`src/rtl/cmem_arbiter.sv`:
```
//----------------------------------------------------------------------------
// cmem_arbiter
//
// Two-requester arbiter in front of a single-ported layer memory. Requester 0
// is the layer-0 engine and requester 1 is the layer-1 engine. Each cycle at
// most one request is granted. The granted command is registered onto the
// memory command outputs one cycle later. Read data returned by the memory
// two cycles after acceptance is routed back to the requester that issued it.
//
// Arbitration:
//   - Default build: round-robin. The requester not granted most recently
//     wins a tie. After reset, requester 0 wins the first tie.
//   - `define CMEM_ARB_FIXED_PRIO_EN: fixed priority, requester 1 wins ties.
//   - Either way, an accepted command with its lock input high enters HOLD.
//     In HOLD the grant stays with that requester for up to MAX_BURST
//     consecutive accepts.
//
// Parameters:
//   MAX_BURST  maximum consecutive grants to one locked requester (1..255)
//
// Ports:
//   clk                    rising-edge clock
//   reset                  synchronous reset, active-low
//   req0/req1              access request
//   lock0/lock1            burst hold while req stays high
//   we0/we1                1 = write, 0 = read
//   addr0/addr1   [11:0]   memory address
//   wdata0/wdata1 [19:0]   write data
//   sel0/sel1     [2:0]    target memory select
//   gnt0/gnt1              combinational grant (accept = req & gnt)
//   rvalid0/rvalid1        one-cycle read-return strobe
//   rdata0/rdata1 [19:0]   read data (holds last value when not returning)
//   cwr, caddr_wr, cdata_wr  write command to the memory
//   crd, caddr_rd            read command to the memory
//   cdata_rd      [19:0]   read data from the memory (two cycles after accept)
//   csel          [2:0]    memory select of the current command
//   idle                   no command on the outputs, no read return in flight
//----------------------------------------------------------------------------
module cmem_arbiter #(
    parameter int MAX_BURST = 16
) (
    input  logic        clk,
    input  logic        reset,
    input  logic        req0,
    input  logic        req1,
    input  logic        lock0,
    input  logic        lock1,
    input  logic        we0,
    input  logic        we1,
    input  logic [11:0] addr0,
    input  logic [11:0] addr1,
    input  logic [19:0] wdata0,
    input  logic [19:0] wdata1,
    input  logic [2:0]  sel0,
    input  logic [2:0]  sel1,
    output logic        gnt0,
    output logic        gnt1,
    output logic        rvalid0,
    output logic        rvalid1,
    output logic [19:0] rdata0,
    output logic [19:0] rdata1,
    output logic        cwr,
    output logic [11:0] caddr_wr,
    output logic [19:0] cdata_wr,
    output logic        crd,
    output logic [11:0] caddr_rd,
    input  logic [19:0] cdata_rd,
    output logic [2:0]  csel,
    output logic        idle
);

    localparam logic [7:0] BURST_MAX = 8'(MAX_BURST);

    typedef enum logic [1:0] {
        ARB   = 2'd0,
        HOLD0 = 2'd1,
        HOLD1 = 2'd2
    } state_t;

    // Per-requester views of the inputs, indexed by requester id.
    logic [1:0]  req_v;
    logic [1:0]  lock_v;
    logic [1:0]  we_v;
    logic [11:0] addr_v  [2];
    logic [19:0] wdata_v [2];
    logic [2:0]  sel_v   [2];

    assign req_v      = {req1, req0};
    assign lock_v     = {lock1, lock0};
    assign we_v       = {we1, we0};
    assign addr_v[0]  = addr0;
    assign addr_v[1]  = addr1;
    assign wdata_v[0] = wdata0;
    assign wdata_v[1] = wdata1;
    assign sel_v[0]   = sel0;
    assign sel_v[1]   = sel1;

    // FSM state
    state_t     state_reg;
    logic [7:0] burst_reg;

    // Arbitration signals
    logic       tie_base;     // tie winner when no hold override applies
    logic       tie_pick;     // tie winner this cycle
    logic       hold_id;      // requester owning the current HOLD state
    logic       hold_req;     // the holder still asks to keep the grant
    logic       hold_active;  // the hold is honoured this cycle
    logic       max_exit;     // the hold ends only because the burst is used up
    logic [1:0] gnt_v;
    logic       accept;
    logic       win_id;

    // Command / return path registers
    logic        cwr_reg;
    logic        crd_reg;
    logic [11:0] caddr_wr_reg;
    logic [11:0] caddr_rd_reg;
    logic [19:0] cdata_wr_reg;
    logic [2:0]  csel_reg;
    logic        rd_tag_reg;     // requester of the read now on crd
    logic        ret_valid_reg;  // memory is returning read data this cycle
    logic        ret_tag_reg;    // requester that data belongs to

    //------------------------------------------------------------------------
    // Tie-break source
    //------------------------------------------------------------------------
`ifdef CMEM_ARB_FIXED_PRIO_EN
    assign tie_base = 1'b1;
`else
    // prio_reg names the requester that wins the next tie. It always points
    // at the requester that was not granted most recently.
    logic prio_reg;

    always_ff @(posedge clk) begin
        if (!reset) begin
            prio_reg <= 1'b0;
        end else if (accept) begin
            prio_reg <= ~win_id;
        end
    end

    assign tie_base = prio_reg;
`endif

    //------------------------------------------------------------------------
    // Grant logic
    //
    // The HOLD exit conditions are evaluated in the same cycle they occur.
    // So a holder that drops req or lock, or has used up its burst, gives the
    // grant back immediately, and the other requester can be granted in that
    // cycle. On a burst-limit exit, the other requester is forced to win the
    // tie, even with fixed priority.
    //------------------------------------------------------------------------
    always_comb begin
        hold_id     = (state_reg == HOLD1);
        hold_req    = (state_reg != ARB) && req_v[hold_id] && lock_v[hold_id];
        hold_active = hold_req && (burst_reg < BURST_MAX);
        max_exit    = hold_req && !hold_active;
        tie_pick    = max_exit ? ~hold_id : tie_base;
        gnt_v       = 2'b00;
        // No commands are accepted while reset is asserted.
        if (reset) begin
            if (hold_active) begin
                gnt_v[hold_id] = 1'b1;
            end else if (req_v == 2'b11) begin
                gnt_v[tie_pick] = 1'b1;
            end else begin
                gnt_v = req_v;
            end
        end
    end

    assign accept = |gnt_v;
    assign win_id = gnt_v[1];
    assign gnt0   = gnt_v[0];
    assign gnt1   = gnt_v[1];

    //------------------------------------------------------------------------
    // FSM: ARB / HOLD0 / HOLD1 with burst counter
    //
    // burst_reg counts accepts since entering HOLD. It is set to 1 by the
    // accept that enters HOLD. A holder that is re-granted after a
    // burst-limit exit starts a new burst, because no one else was waiting.
    //------------------------------------------------------------------------
    always_ff @(posedge clk) begin
        if (!reset) begin
            state_reg <= ARB;
            burst_reg <= '0;
        end else if (accept) begin
            if (hold_active) begin
                burst_reg <= burst_reg + 8'd1;
            end else if (lock_v[win_id]) begin
                state_reg <= win_id ? HOLD1 : HOLD0;
                burst_reg <= 8'd1;
            end else begin
                state_reg <= ARB;
                burst_reg <= '0;
            end
        end else begin
            state_reg <= ARB;
            burst_reg <= '0;
        end
    end

    //------------------------------------------------------------------------
    // Command register stage
    //
    // Write accepts update caddr_wr and cdata_wr. Read accepts update
    // caddr_rd. Every accept updates csel. The address, data and select
    // registers keep their values when nothing is accepted. Only the strobes
    // fall back to 0.
    //------------------------------------------------------------------------
    always_ff @(posedge clk) begin
        if (!reset) begin
            cwr_reg      <= 1'b0;
            crd_reg      <= 1'b0;
            caddr_wr_reg <= '0;
            caddr_rd_reg <= '0;
            cdata_wr_reg <= '0;
            csel_reg     <= '0;
            rd_tag_reg   <= 1'b0;
        end else begin
            cwr_reg <= accept &&  we_v[win_id];
            crd_reg <= accept && !we_v[win_id];
            if (accept) begin
                csel_reg <= sel_v[win_id];
                if (we_v[win_id]) begin
                    caddr_wr_reg <= addr_v[win_id];
                    cdata_wr_reg <= wdata_v[win_id];
                end else begin
                    caddr_rd_reg <= addr_v[win_id];
                    rd_tag_reg   <= win_id;
                end
            end
        end
    end

    assign cwr      = cwr_reg;
    assign crd      = crd_reg;
    assign caddr_wr = caddr_wr_reg;
    assign caddr_rd = caddr_rd_reg;
    assign cdata_wr = cdata_wr_reg;
    assign csel     = csel_reg;

    //------------------------------------------------------------------------
    // Read return tracking
    //
    // A read shows on crd in cycle t+1, and the memory drives cdata_rd in
    // cycle t+2. The requester tag follows the read one stage behind crd, so
    // interleaved reads from both requesters return in order. Reset clears
    // this stage, which drops any read still in flight.
    //------------------------------------------------------------------------
    always_ff @(posedge clk) begin
        if (!reset) begin
            ret_valid_reg <= 1'b0;
            ret_tag_reg   <= 1'b0;
        end else begin
            ret_valid_reg <= crd_reg;
            ret_tag_reg   <= rd_tag_reg;
        end
    end

    logic [1:0]  rvalid_v;
    logic [19:0] rdata_v [2];

    // rdata passes cdata_rd straight through in the return cycle. In every
    // other cycle it shows the value captured at that requester's last
    // return.
    for (genvar gi = 0; gi < 2; gi++) begin : g_ret
        logic [19:0] rdata_hold_reg;

        assign rvalid_v[gi] = ret_valid_reg && (ret_tag_reg == 1'(gi));

        always_ff @(posedge clk) begin
            if (!reset) begin
                rdata_hold_reg <= '0;
            end else if (rvalid_v[gi]) begin
                rdata_hold_reg <= cdata_rd;
            end
        end

        assign rdata_v[gi] = rvalid_v[gi] ? cdata_rd : rdata_hold_reg;
    end

    assign rvalid0 = rvalid_v[0];
    assign rvalid1 = rvalid_v[1];
    assign rdata0  = rdata_v[0];
    assign rdata1  = rdata_v[1];

    // The return cycle itself counts as in flight.
    assign idle = !(cwr_reg || crd_reg || ret_valid_reg);

endmodule

```
`config.mk`:
```
export PLATFORM = sky130hd
export DESIGN_NAME = cmem_arbiter
export DESIGN_NICKNAME = d
export VERILOG_FILES = /design/src/rtl/cmem_arbiter.sv
export SDC_FILE = /design/constraint.sdc
export NUM_CORES = 1
export LEC_CHECK = 0
export CAP_MARGIN = 10
export CORE_MARGIN = 3
export CORE_UTILIZATION = 44
export CTS_CLUSTER_DIAMETER = 40
export CTS_CLUSTER_SIZE = 8
export DETAILED_ROUTE_END_ITERATION = 16
export GPL_TIMING_DRIVEN = 0
export MAX_ROUTING_LAYER = met4
export PLACE_DENSITY = 0.8
export REMOVE_ABC_BUFFERS = 1
export SYNTH_ARGS = -nofsm -noshare
export SYNTH_HDL_FRONTEND = slang
export SYNTH_SLANG_ARGS = --single-unit
```
`constraint.sdc`:
```
create_clock -name clk -period 3.15 [get_ports clk]
set_clock_uncertainty 0.2 [all_clocks]
set_input_delay 0.63 -clock clk [delete_from_list [all_inputs] [get_ports clk]]
set_output_delay 0.63 -clock clk [all_outputs]
set_load 0.005 [all_outputs]
```
==> results of run 1 <==
## logic make-up after synthesis
family / Yosys count / share of synthesized area, %
other: 1 / 0.0746
XOR/XNOR: 3 / 0.523
multiplexers: 78 / 16.6
adder cells (fa/ha/maj): 1 / 0.249
AND/OR/NAND/NOR: 147 / 14.2
buffers and inverters: 53 / 4.56
flip-flops: 103 / 41.0
AO/OA/AOI/OAI: 152 / 22.8
## metal layers
| metal | track usage [%] |
|---|---|
| met5 | - |
| met4 | 10.3 |
| met3 | 5.29 |
| met2 | 41.5 |
| met1 | 30.8 |
## repair_timing
action,CTS,global route
buffers inserted,11,1
pin swaps,8,1
setup endpoints to repair,52,33
cloned,3,0
gates resized for setup,23,5
## Yosys cell counts, types with 2 or more instances
| master | n | area share, % |
|---|---|---|
| a21oi_1 | 19 | 1.9 |
| nand2_1 | 68 | 5.1 |
| a32o_1 | 2 | 0.40 |
| buf_2 | 6 | 0.60 |
| mux2_2 | 41 | 9.2 |
| xor2_1 | 2 | 0.35 |
| buf_1 | 4 | 0.30 |
| buf_6 | 3 | 0.67 |
| o21a_1 | 2 | 0.30 |
| and2_1 | 42 | 5.2 |
| inv_1 | 6 | 0.45 |
| dfxtp_1 | 103 | 41 |
| o22ai_1 | 13 | 1.6 |
| o2bb2ai_1 | 32 | 5.6 |
| mux2i_1 | 37 | 7.4 |
| a21boi_0 | 2 | 0.30 |
| o211a_1 | 33 | 6.6 |
| clkbuf_1 | 33 | 2.5 |
| o21ai_1 | 2 | 0.20 |
| nor3_1 | 5 | 0.50 |
| and3_1 | 2 | 0.25 |
| nor2_1 | 9 | 0.67 |
| nand3_1 | 15 | 1.5 |
| o21ai_0 | 38 | 3.8 |
## stage by stage
stage               hold slack [ns]  TNS [ns]  util, %
global route                  0.277     -1.26     68.4
CTS                           0.261  -0.00360     68.4
global placement              0.246   -188.26     63.0
detailed placement            0.245    -43.23     64.0
floorplan                     0.229    -16.71        -
==> flow_summary.ini, run 1 <==
[run_status]
outcome = did not finish
lastStage = detailed routing (5_2_route)
error_line = [ERROR DRT-0255] Maze Route cannot find path of net clk in worker of routeBox ( 96600 96600 ) ( 112865 112865 ).

[yosys]
ys_async_sr_fraction_pct = 0
syn_avg_cell_area_um2 = 9.34
netlist_area_um2 = 5020
ys_types = 43
dominantRegCellSynth = dfxtp_1
synth-seq-cells = 103
synth_edf_count = 0
synthCells = 538
yosysSeqAreaShare_pct = 41.0
yosysWarnings = 0

[global_routing]
grt_usage_pct = 25.5
grt_max_degree = 115
antenna_found_initial = 0
grt_pass1_wl_mm = 25.4
grt_pass1_vias = 4901
overflow = 0

[floorplan]
std_cell_rows = 38
initial_core_util_pct = 45.8
pin_count = 192
fp.dieH_um = 113
die_x_um = 113

[place]
dp_cells = 831
dp_hpwl_mm = 10.5
place_ws_ns = -1.42
routabilityCongestion = 0.832
portBuffers = 191
place_area_um2 = 7030

[clocking]
cts_buffer_depth = 2
hold_buffers = 0
clock_sinks = 103
clockRootBuffer = clkbuf_16
cts_max_level = 3
numCtsBuffers = 9
==> inputs of run 2 (changes only) <==
- CORE_UTILIZATION: 44 -> 40
- CTS_CLUSTER_DIAMETER: 40 -> unset
- CTS_CLUSTER_SIZE: 8 -> unset
- MAX_ROUTING_LAYER: met4 -> unset
- PLACE_DENSITY: 0.8 -> unset
- PLACE_DENSITY_LB_ADDON: unset -> 0.15
==> flow_summary.ini, run 2 <==
[global_routing]
grt_pass1_vias = 4775
use_met2_pct = 37.7
grt_pass1_wl_mm = 24.6
grt_max_degree = 115
overflow = 0
antenna_found_initial = 0
grt_use_met1_pct = 25.8
grt_usage_pct = 21.8
grt_use_met3_pct = 5.09
grt.busiest_layer = met2

[yosys]
synthAdderAreaFrac_pct = 0.249
yosysSeqAreaShare_pct = 41.0
synth-xor-area-share_pct = 0.523
yosysTopAreaCellShare_pct = 41.0
yosysWarnings = 0
syn_avg_cell_area_um2 = 9.34
synth-seq-cells = 103
synth_edf_count = 0
dominantRegCellSynth = dfxtp_1
yosysMostFrequentCell = dfxtp_1
synth-simple-area-share_pct = 14.2
netlist_area_um2 = 5020
synth_area_leader_cell = dfxtp_1
synth_top_family_by_area = compound AO/OA/AOI/OAI gates
synth.area.mux_share_pct = 16.6
ys_top_cells_by_area = dfxtp_1 41%, mux2_2 9.2%, mux2i_1 7.4%, o211a_1 6.6%, o2bb2ai_1 5.6%
synth_common_cells = 103 x dfxtp_1, 68 x nand2_1, 42 x and2_1
synth_compound_area_share_pct = 22.8
ys_types = 43
synthCells = 538
ys_async_sr_fraction_pct = 0

[clocking]
cts_max_level = 3
clockRootBuffer = clkbuf_16
clk_latency_ns = 0.35
tritoncts = yes
hold_buffers = 0
clock_sinks = 103
cts_buffer_depth = 2
numCtsBuffers = 9
cts.clk_slew.worst_paths_ns = 0.06

[place]
place_area_um2 = 7080
portBuffers = 191
dp_hpwl_mm = 10.1
dp_cells = 859
routabilityCongestion = 0.810
place_ws_ns = -1.36

[route]
drt_iter0_drc = 243
dr.pass1.iters = 6
postRouteAntennaNets = 0
drc = 0
vias = 4691
wirelength_mm = 15.7
wl_per_cell_um = 17.6
vias_per_cell = 5.28

[floorplan]
die_x_um = 118
std_cell_rows = 40
initial_core_util_pct = 41.3
core_um2 = 12200
pin_count = 192
fp.dieH_um = 118
die_area_um2 = 13900

[critical_path]
path_delay_family = buffers and inverters
rr_worst_depth = 6
slowest_stage = clkdlybuf4s50_1
worstPathArrival_ns = 2.24
max_stage_delay_ns = 0.55
worst-path-stages = 6
worstPathCellList = dlygate4sd2_1 -> and3b_2 -> mux2_8 -> o21ai_4 -> nor2_1 -> clkdlybuf4s50_1
end_kind = output pin
crit_fanout = 4
cp.required_ns = 2.32
start_kind = input port
crit_type = input port to output pin
path_buf_inv = 2

[layout]
nets = 816
instances_no_fill = 889
layout_common_cells = 185 x clkdlybuf4s50_1, 102 x dfxtp_1, 67 x nand2_1, 42 x and2_1, 40 x mux2_2
final_common_cell = clkdlybuf4s50_1
drive_above_1_share_pct = 12.8
synthToLayoutAreaGrowth_pct = 50.0
fin_area_um2 = 7540
largest_reg_flops = 40
insertedDiodeCount = 0

[sta]
fin_crit_sh_pct = 97.5
rsz0062_at_grt = no
max_slew.worst_pin.slew_ns = 1.13
final_hold_viol_count = 0
layout_setup_ws_ns = 0.0778
fmax_ghz = 0.325
setup_tns_ns = 0
slew_viol_final = 0
max_slew_margin_pct = 24.4
fin_crit_ns = 3.07
setup_viol = 0

[pwr]
cellPowerDensity_nw_per_um2 = 412
leakage_nw = 3.22
finalPower_mw = 3.11
peakVddDrop_uv = 276

[run_status]
outcome = finished, final reports clean

[min_path]
hold_path_class = flop to flop
hold_depth = 2

[flow_run]
drv_cap = 0
==> run 2: cell counts after synthesis <==
Identical to the previous run, type by type.
==> run 2: worst register-to-register path, cell delays in order (launching register included) <==
cell,delay [ns]
dfxtp_1,0.34
or4_4,0.63
o21ai_4,0.54
a21oi_2,0.14
a32oi_4,0.61
buf_8,0.26
mux2i_1,0.21
==> run 2: metrics by stage <==
stage                     utilization, %  hold WS [ns]
after CTS                           61.8         0.264
after detailed placement            58.2         0.255
after floorplan                        -         0.229
after global placement              57.2         0.247
final                               62.0         0.262
after global routing                62.0         0.287
==> run 2: worst paths after layout <==
check | slack, ns | from | to
setup / recovery | 0.08 | lock1 | gnt1
hold / removal | 0.26 | caddr_wr[5] | caddr_wr[5]
setup reg to reg | 0.15 | burst_reg[7] | cdata_wr[2]
hold reg to reg | 0.26 | caddr_wr[5] | caddr_wr[5]
==> run 2: routing by layer <==
metal / part of all wire, % / routed length [um]
met1: 43 / 6680
met2: 49 / 7650
met3: 5.9 / 931
met4: 2.6 / 412
met5: 0 / 0
==> run 2: cell type report <==
cell class / count / area (um^2)
fillers: 1051 / 4620
multi-input cells: 387 / 2860
repair buffers: 209 / 2120
flip-flops and latches: 103 / 2060
clock buffers: 14 / 254
well taps: 168 / 210
inverters: 7 / 27.5
clock inverters: 1 / 5.00
==> run 2: power breakdown <==
part	internal (mW)	switching, mW
clock network	0.554	0.463
registers	1.37	0.0390
logic	0.386	0.296
total	2.31	0.798
==> run 2: what timing repair did <==
item                       CTS  global route
cloned                       3             0
resized for setup           29             4
pin swaps                    7             2
setup endpoints to repair   50             2
buffers inserted             9             3
==> run 2: logic make-up after synthesis <==
logic type               after synthesis
AO/OA/AOI/OAI                        152
AND/OR/NAND/NOR                      147
flip-flops                           103
multiplexers                          78
buffers and inverters                 53
XOR/XNOR                               3
adder cells (fa/ha/maj)                1
other                                  1
No activity file was read; power rests on OpenSTA's default activity.
==> inputs of run 3 (changes only) <==
- SETUP_SLACK_MARGIN: unset -> 0.4
==> flow_summary.ini, run 3 (synthesis gave the netlist of run 2 again) <==
[sta]
slew_viol_final = 0
max_slew_margin_pct = 39.5
rsz0062_at_grt = no
final_hold_viol_count = 0
fin_crit_sh_pct = 85.5
fmax_ghz = 0.371
max_slew.worst_pin.slew_ns = 0.907
fin_hold_ws_ns = 0.261
fin_crit_ns = 2.69
setup_viol = 0

[pwr]
finalPower_mw = 3.14
p_seq_share_pct = 45.0
peakVddDrop_uv = 280
p_clk_share_pct = 32.5
p_int_mw = 2.32
swShare_pct = 25.9
cellPowerDensity_nw_per_um2 = 405
switchingPower_uw = 812
leakage_nw = 3.48
pwr-share-comb_pct = 22.5

[place]
place_area_um2 = 7080
portBuffers = 191
dp_hpwl_mm = 10.1
routabilityCongestion = 0.810

[route]
vias_per_cell = 5.29
wl_per_cell_um = 18.1
vias = 4787
postRouteAntennaNets = 0
wirelength_mm = 16.4
drc = 0
dr.pass1.iters = 4
drt_iter0_drc = 261

[critical_path]
start_kind = flop
crit_fanout = 8
max_stage_delay_ns = 0.37
worstPathCellList = nor2b_4 -> buf_12 -> buf_16 -> buf_4 -> mux2_2 -> dlygate4sd2_1
crit_type = flop to output pin
slowest_stage = dfxtp_2
end_kind = output pin
worstPathArrival_ns = 1.86
cp.required_ns = 2.32

[global_routing]
use_met2_pct = 39.0
grt_pass1_vias = 4864
grt_max_degree = 115
overflow = 0
grt_use_met1_pct = 27.3
grt_pass1_wl_mm = 25.5
grt_usage_pct = 22.8
grt_use_met3_pct = 5.19
antenna_found_initial = 0
grt.busiest_layer = met2

[clocking]
tritoncts = yes
clk_latency_ns = 0.35
numCtsBuffers = 9
hold_buffers = 0
cts.clk_slew.worst_paths_ns = 0.07
clockRootBuffer = clkbuf_16
clock_sinks = 103
cts_max_level = 3
cts_buffer_depth = 2

[flow_run]
drv_cap = 0

[floorplan]
core_um2 = 12200
std_cell_rows = 40
die_x_um = 118
fp.dieH_um = 118
pin_count = 192
initial_core_util_pct = 41.3
die_area_um2 = 13900

[layout]
nets = 832
n_fill_cell = 1037
final_common_cell = clkdlybuf4s50_1
largest_reg_flops = 40
synthToLayoutAreaGrowth_pct = 54.1
multiInputGateArea_um2 = 2910
postLayoutCoreUtil_pct = 63.7
drive_above_1_share_pct = 15.7
insertedDiodeCount = 0
regArea_um2 = 2070
layout_common_cells = 164 x clkdlybuf4s50_1, 100 x dfxtp_1, 67 x nand2_1, 42 x and2_1, 40 x mux2_2
fin_area_um2 = 7740

[run_status]
outcome = finished, final reports clean

[min_path]
hold_path_class = flop to flop
run 3: cell count changes in the layout (fill, tap and decap cells not counted), sizes merged:
cell / previous run / this run
clkdlybuf4s50: 185 / 164
clkbuf: 14 / 15
inv: 6 / 7
dlymetal6s2s: 1 / 7
buf: 21 / 37
clkinv: 2 / 1
a21bo: 1 / 2
dlygate4sd2: 1 / 14
run 3: worst paths after layout:
| kind | from | end | slack [ns] | cells after the start |
|---|---|---|---|---|
| min | caddr_wr[5] | caddr_wr[5] | 0.26 | 2 |
| max reg2reg | burst_reg[7] | cdata_wr[10] | 0.62 | 10 |
| max | ret_tag_reg | rdata0[2] | 0.46 | 6 |
| min reg2reg | caddr_wr[5] | caddr_wr[5] | 0.26 | 2 |
run 3: per-stage QoR:
| step | TNS, ns | std cells | worst slack, ns |
|---|---|---|---|
| after CTS | 0 | 905 | 0.166 |
| after global routing | 0 | 905 | 0.406 |
| after floorplan | -16.71 | 494 | -0.461 |
| after global placement | -196.39 | 853 | -3.74 |
| final | 0 | 905 | 0.458 |
| after detailed placement | -39.74 | 859 | -1.36 |
run 3: layout make-up:
class / instances / share of cell area, %
inverters: 7 / 0.372
flip-flops and latches: 103 / 26.7
clock buffers: 14 / 3.28
multi-input cells: 388 / 37.6
clock inverters: 1 / 0.0646
well taps: 168 / 2.71
repair buffers: 224 / 29.3
run 3: timing repair:
| action | 4_1_cts | 5_1_grt |
|---|---|---|
| setup endpoints to repair | 96 | 42 |
| pin swaps | 10 | 2 |
| setup buffers | 26 | 0 |
| hold endpoints to repair | 0 | 0 |
| gates cloned | 5 | 0 |
| gates resized for setup | 60 | 14 |
run 3: critical path: cells and delay by family, from the launching register on:
family / cells / cell delay, ns
mux: 1 / 0.32
buf+inv: 4 / 0.63
flops: 1 / 0.37
simple gates: 1 / 0.18
run 3: routing by layer:
| metal | vias to the layer above | share of wire [%] | wire length (um) |
|---|---|---|---|
| li1 | 2331 | - | - |
| met1 | 2265 | 43 | 6960 |
| met2 | 166 | 49 | 8000 |
| met3 | 25 | 6.0 | 977 |
| met4 | 0 | 2.6 | 427 |
| met5 | - | 0 | 0 |
run 3: power groups by stage:
| stage | logic [mW] | clock network [mW] | registers, mW |
|---|---|---|---|
| final | 0.707 | 1.02 | 1.41 |
| after global routing | 0.761 | 1.09 | 1.42 |
| after CTS | 0.708 | 1.04 | 1.41 |
| after detailed placement | 0.653 | 0 | 1.44 |
| after global placement | 0.627 | 0 | 1.43 |
| after floorplan | 0.259 | 0 | 1.44 |
